`config.mk`:
```
export PLATFORM = sky130hd
export DESIGN_NAME = bka_share_arb
export DESIGN_NICKNAME = d
export VERILOG_FILES = /design/src/rtl/bka_pkg.sv /design/src/rtl/bka.sv /design/src/rtl/bka_share_arb.sv
export SDC_FILE = /design/constraint.sdc
export NUM_CORES = 1
export LEC_CHECK = 0
export BUFFER_PORTS_ARGS = -buffer_cell sky130_fd_sc_hd__buf_2
export CORE_MARGIN = 5
export CORE_UTILIZATION = 40
export DETAILED_ROUTE_END_ITERATION = 8
export GPL_TIMING_DRIVEN = 0
export PLACE_DENSITY = 0.66
export SLEW_MARGIN = 20
export SYNTH_ARGS = -nofsm -noshare
export SYNTH_HDL_FRONTEND = slang
export SYNTH_SLANG_ARGS = --single-unit
```
`constraint.sdc`:
```
create_clock -name clk -period 3 [get_ports clk]
set_input_delay 0.3 -clock clk [delete_from_list [all_inputs] [get_ports clk]]
set_output_delay 0.3 -clock clk [all_outputs]
set_load 0.01 [all_outputs]
```
`src/rtl/bka_pkg.sv`:
```
// Shared types and defaults for the shared Brent-Kung adder arbiter.
package bka_pkg;

   localparam int BKA_WIDTH = 17;
   localparam int BKA_NREQ  = 4;
   localparam int BKA_IDW   = $clog2(BKA_NREQ);

   // Operand record held in the S1 pipeline stage.
   typedef struct packed {
      logic [BKA_WIDTH-1:0] a;
      logic [BKA_WIDTH-1:0] b;
      logic                 cin;
      logic [BKA_IDW-1:0]   id;
   } op_t;

   // Result record held in the S2 pipeline stage.
   typedef struct packed {
      logic [BKA_WIDTH-1:0] sum;
      logic                 cout;
      logic [BKA_IDW-1:0]   id;
   } res_t;

endpackage : bka_pkg

```
`src/rtl/bka.sv`:
```
// Brent-Kung parallel-prefix adder: sum = A + B + cin, carry out of the MSB.
// Purely combinational; the carry-in is folded into the bit-0 generate so the
// prefix tree directly yields the carry into every bit position.
module bka #(
   parameter int WIDTH = 17
) (
   input  logic [WIDTH-1:0] A,
   input  logic [WIDTH-1:0] B,
   input  logic             cin,
   output logic [WIDTH-1:0] sum,
   output logic             cout
);

   // Largest span used by the down-sweep.
   localparam int TOP_D = (WIDTH > 1) ? (1 << ($clog2(WIDTH) - 1)) : 1;

   logic [WIDTH-1:0] p_s;
   logic [WIDTH-1:0] gp_s;

   assign p_s = A ^ B;

   // Prefix tree: up-sweep builds power-of-two group carries, down-sweep fills the rest.
   always_comb begin : prefix_tree
      logic [WIDTH-1:0] g_v;
      logic [WIDTH-1:0] pp_v;
      g_v    = A & B;
      pp_v   = p_s;
      g_v[0] = g_v[0] | (p_s[0] & cin);
      for (int d = 1; d < WIDTH; d = d * 2) begin
         for (int i = 0; i < WIDTH; i++) begin
            if (((i + 1) % (2 * d)) == 0) begin
               g_v[i]  = g_v[i] | (pp_v[i] & g_v[i - d]);
               pp_v[i] = pp_v[i] & pp_v[i - d];
            end else begin
               g_v[i]  = g_v[i];
            end
         end
      end
      for (int d = TOP_D; d >= 1; d = d / 2) begin
         for (int i = 0; i < WIDTH; i++) begin
            if ((((i + 1) % (2 * d)) == d) && ((i + 1) > d)) begin
               g_v[i]  = g_v[i] | (pp_v[i] & g_v[i - d]);
               pp_v[i] = pp_v[i] & pp_v[i - d];
            end else begin
               g_v[i]  = g_v[i];
            end
         end
      end
      gp_s = g_v;
   end

   generate
      if (WIDTH > 1) begin : g_multi
         assign sum = p_s ^ {gp_s[WIDTH-2:0], cin};
      end else begin : g_single
         assign sum = p_s ^ cin;
      end
   endgenerate

   assign cout = gp_s[WIDTH-1];

endmodule : bka

```
`src/rtl/bka_share_arb.sv`:
```
// Round-robin arbiter plus two-stage pipeline sharing one Brent-Kung adder
// among NREQ requesters. S1 holds operands and feeds the adder; S2 registers
// the result and drives the response channel. One add per cycle when the
// response side is not stalled. The op_t/res_t records follow the package
// default widths, so WIDTH and NREQ are changed in bka_pkg.
module bka_share_arb
   import bka_pkg::*;
#(
   parameter int WIDTH = BKA_WIDTH,
   parameter int NREQ  = BKA_NREQ,
   parameter int IDW   = $clog2(NREQ)
) (
   input  logic                  clk,
   input  logic                  rst_n,
   input  logic [NREQ-1:0]       req_valid,
   output logic [NREQ-1:0]       req_ready,
   input  logic [NREQ*WIDTH-1:0] req_a,
   input  logic [NREQ*WIDTH-1:0] req_b,
   input  logic [NREQ-1:0]       req_cin,
   output logic                  rsp_valid,
   input  logic                  rsp_ready,
   output logic [WIDTH-1:0]      rsp_sum,
   output logic                  rsp_cout,
   output logic [IDW-1:0]        rsp_id
);

   logic             s1_valid_r;
   op_t              s1_op_r;
   logic             s2_valid_r;
   res_t             s2_res_r;
   logic [IDW-1:0]   ptr_r;

   logic             adv2_s;
   logic             adv1_s;
   logic [IDW-1:0]   grant_s;
   logic             found_s;
   logic             accept_s;
   logic [WIDTH-1:0] a_sel_s;
   logic [WIDTH-1:0] b_sel_s;
   logic             cin_sel_s;
   logic [WIDTH-1:0] bka_sum_s;
   logic             bka_cout_s;

   // S2 frees when empty or being read; S1 frees when empty or moving into S2.
   assign adv2_s = ~s2_valid_r | rsp_ready;
   assign adv1_s = ~s1_valid_r | adv2_s;

   // Round-robin search: first valid requester starting at ptr_r, wrapping.
   always_comb begin
      grant_s = ptr_r;
      found_s = 1'b0;
      for (int k = 0; k < NREQ; k++) begin
         if (!found_s && req_valid[(int'(ptr_r) + k) % NREQ]) begin
            grant_s = IDW'((int'(ptr_r) + k) % NREQ);
            found_s = 1'b1;
         end else begin
            found_s = found_s;
         end
      end
   end

   // Single ready bit to the granted requester, only when S1 can take it.
   always_comb begin
      req_ready = {NREQ{1'b0}};
      if (rst_n && found_s) begin
         req_ready[grant_s] = adv1_s;
      end else begin
         req_ready = {NREQ{1'b0}};
      end
   end

   assign accept_s  = rst_n & found_s & adv1_s;
   assign a_sel_s   = req_a[int'(grant_s) * WIDTH +: WIDTH];
   assign b_sel_s   = req_b[int'(grant_s) * WIDTH +: WIDTH];
   assign cin_sel_s = req_cin[grant_s];

   // Round-robin pointer: moves past the winner on every accept, else holds.
   always_ff @(posedge clk) begin
      if (!rst_n) begin
         ptr_r <= {IDW{1'b0}};
      end else if (accept_s) begin
         if (grant_s == IDW'(NREQ - 1)) begin
            ptr_r <= {IDW{1'b0}};
         end else begin
            ptr_r <= grant_s + 1'b1;
         end
      end else begin
         ptr_r <= ptr_r;
      end
   end

   // S1 operand stage: load on accept, empty when its op moves on, else hold.
   always_ff @(posedge clk) begin
      if (!rst_n) begin
         s1_valid_r <= 1'b0;
         s1_op_r    <= {$bits(op_t){1'b0}};
      end else if (accept_s) begin
         s1_valid_r <= 1'b1;
         s1_op_r    <= '{a: a_sel_s, b: b_sel_s, cin: cin_sel_s, id: grant_s};
      end else if (adv2_s) begin
         s1_valid_r <= 1'b0;
      end else begin
         s1_valid_r <= s1_valid_r;
      end
   end

   bka #(
      .WIDTH (WIDTH)
   ) u_bka (
      .A    (s1_op_r.a),
      .B    (s1_op_r.b),
      .cin  (s1_op_r.cin),
      .sum  (bka_sum_s),
      .cout (bka_cout_s)
   );

   // S2 result stage: capture the adder output whenever S2 is free to advance.
   always_ff @(posedge clk) begin
      if (!rst_n) begin
         s2_valid_r <= 1'b0;
         s2_res_r   <= {$bits(res_t){1'b0}};
      end else if (adv2_s) begin
         s2_valid_r <= s1_valid_r;
         if (s1_valid_r) begin
            s2_res_r <= '{sum: bka_sum_s, cout: bka_cout_s, id: s1_op_r.id};
         end else begin
            s2_res_r <= s2_res_r;
         end
      end else begin
         s2_valid_r <= s2_valid_r;
      end
   end

   assign rsp_valid = s2_valid_r;
   assign rsp_sum   = s2_res_r.sum;
   assign rsp_cout  = s2_res_r.cout;
   assign rsp_id    = s2_res_r.id;

endmodule : bka_share_arb

```
==> results.yml <==
setup_path:
  cp_top_family: "compound AO/OA/AOI/OAI gates"
  rrSetupSlack_ns: 0.13
  path_cells: "inv_1 > fa_1 > inv_1 > fa_2 > a211oi_2 > o21bai_2 > o31ai_4 > o31ai_2 > a31o_2 > fa_1 > xnor2_2 > nand2_1 > o211a_1"
  end_kind: "register"
  cp_max_fo: 3
  worstSetupStartpointType: "register"
  cpMaxStageDelayCell: "fa_1"
  worstPathRequired_ns: 3.22
  worst_ep_arrival_time_ns: 3.09
  crit_type: "reg2reg"
  cp_num_buf_inv: 2
  slowest_delay_ns: 0.41
yosys:
  synthFlopType: "dfxtp_1"
  syn-instance-count: 559
  synth_fp_nets: 734
  synth_edf_count: 0
  async_flop_share_pct: 0
  ys_types: 40
  synth_seq_area_share_pct: 26.0
  synth_top_area_share_pct: 26.0
  yosysMostFrequentCell: "inv_1"
  ys_seq_elements: 61
  netlist_top_cells_area: "dfxtp_1, a211oi_2, a31oi_1, inv_1, ha_1"
  synth_area_um2: 4710
  synth_largest_area_cell: "dfxtp_1"
  synth_common_cells: "inv_1, a31oi_1, dfxtp_1"
  syn_area_per_cell_um2: 8.42
  yosys_warnings: 0
placed_design:
  pre_cts_ws_ns: -0.234
  gp_congestion: 0.900
  hpwl_um: 13100
  io_buffers: 170
floorplan:
  die_w_um: 118
  rows: 39
  pin_count: 172
  core-area_um2: 11500
  start_util_pct: 41.0
  dieArea_um2: 14000
  die_h_um: 118
routing:
  drtIter0Drc: 239
  via_count: 4885
  drt-wirelength-per-cell_um: 17.9
  drt_pre_antenna_iters: 5
  drc_errors: 0
  wirelength_um: 15900
  ant_nets: 0
  vias_per_cell: 5.49
clock_tree:
  insertion_delay_ns: 0.33
  numCtsBuffers: 9
  clock_path_buffers: 2
  ctsHoldBuffers: 0
  clk_pin_slew_ns: 0.05
  cts_max_level: 3
  cts_root_buffer: "clkbuf_16"
  cts_tree: "yes"
  clock_sinks: 61
finish:
  area_growth_pct: 30.0
  antennaDiodeCount: 0
  fillCellCount: 1090
  nets: 916
  ff_latch_area_um2: 1220
  multiInputGateArea_um2: 2920
  drive_gt1_share_pct: 37.4
sta:
  max_slew_margin_pct: 60.4
  setup_tns_ns: 0
  grt_setup_unrepaired: "yes"
  setup_viol: 0
  drv_slew: 0
  timing.fmax_mhz: 348
  hold_viol: 0
  min_period_ns: 2.87
  tightest_slew_ns: 0.593
  final.period_utilization_pct: 95.8
  fin_ws_ns: 0.127
  fin_skew_ns: 0.00603
global_route:
  grt_usage_pct: 21.8
  grt_max_degree: 12
  antenna_found_initial: 0
  grt_pass1_wl_um: 24900
  grt_pass1_vias: 5002
  grt_overflow: 0
pwr:
  p_leak_nw: 2.91
  ir_worst_vdd_mv: 0.541
  power.density_nw_per_um2: 771
hold_path:
  hold_class: "in2reg"
status:
  status: "finished clean"
run:
  cap_violations: 0
[registers in the layout, indices dropped and copies added, names as in the netlist]
signal and cells:
s1_valid_r 1, ptr_r 2, s1_op_r 37, rsp_valid 1
rsp_id 2, rsp_sum 17, rsp_cout 1
[logic make-up (layout without fill, tap and decap cells)]
| logic type | Yosys count | count (layout) | synth area share (%) |
|---|---|---|---|
| AOI/OAI and AO/OA | 224 | 224 | 40.7 |
| xor gates and xnor gates | 7 | 7 | 1.30 |
| adders and majority gates | 28 | 28 | 9.04 |
| buffers and inverters | 139 | 326 | 12.9 |
| DFF | 61 | 61 | 26.0 |
| and+or+nand+nor | 100 | 100 | 10.1 |
[per-stage QoR]
step	total power [mW]	utilization, %	hold slack, ns	cells	area (µm²)
after floorplan	2.81	-	0.441	559	4710
after global placement	3.45	50.0	0.448	872	5740
after detailed placement	3.52	50.0	0.460	872	5740
after CTS	4.68	53.1	0.297	889	6090
after global routing	5.02	53.3	0.316	889	6120
final	4.71	53.3	0.307	889	6120
[final timing paths]
| check | start | to | cells past startpoint |
|---|---|---|---|
| setup / recovery | s1_op_r[20] | rsp_sum[15] | 13 |
| hold / removal | req_a[57] | s1_op_r[26] | 3 |
| setup reg to reg | s1_op_r[20] | rsp_sum[15] | 13 |
| hold reg to reg | rsp_id[0] | rsp_id[0] | 2 |
[area by class of cell]
| type | instances | area share, % |
|---|---|---|
| multi-input combinational | 359 | 47.8 |
| sequential | 61 | 20.0 |
| timing repair buffer | 171 | 14.0 |
| inverter | 84 | 5.18 |
| buffer | 55 | 4.79 |
| clock buffer | 10 | 3.91 |
| tap | 143 | 2.93 |
| clock inverter | 6 | 1.41 |
[routing by layer]
| layer | GRT usage, % | share of wire (%) | up-vias |
|---|---|---|---|
| li1 | - | - | 2399 |
| met4 | 8.08 | 2.8 | 0 |
| met1 | 27.8 | 44 | 2259 |
| met5 | 0 | 0 | - |
| met2 | 36.1 | 47 | 192 |
| met3 | 5.06 | 6.4 | 35 |
[report_power, final]
group	internal [mW]	switching, mW	leakage, nW
Clock	0.747	0.368	0.158
Combinational	0.981	1.36	2.24
Sequential	1.04	0.209	0.508
[worst min-delay path: stages]
cell	delay, ns
buf_2	0.08
a211oi_2	0.06
o31ai_2	0.16
[what timing repair did]
action                                  4_1_cts  5_1_grt
gates resized for setup                       5        4
buffers inserted                              1        0
pin swaps                                     3        2
endpoints found under the setup margin        5        6
[placed cells by master, fill, tap and decap left out, types with 5 or more instances in the layout]
cell type | Yosys | routed
a211oi_2 | 53 | 54
a21oi_1 | 7 | 7
o31ai_1 | 27 | 25
xnor2_1 | 7 | 5
buf_4 | 4 | 5
dfxtp_1 | 61 | 61
a211oi_1 | 18 | 17
and2_1 | 5 | 5
inv_1 | 82 | 82
nor2b_1 | 6 | 6
a31oi_1 | 70 | 70
a21boi_0 | 10 | 10
fa_1 | 10 | 8
clkbuf_16 | 0 | 9
buf_2 | 3 | 173
o31ai_2 | 10 | 11
nand2_1 | 38 | 38
o211a_1 | 10 | 10
clkbuf_1 | 39 | 39
buf_6 | 9 | 9
ha_1 | 18 | 18
nand3_1 | 39 | 39
Note: power is estimated with default switching activity, not from simulation.
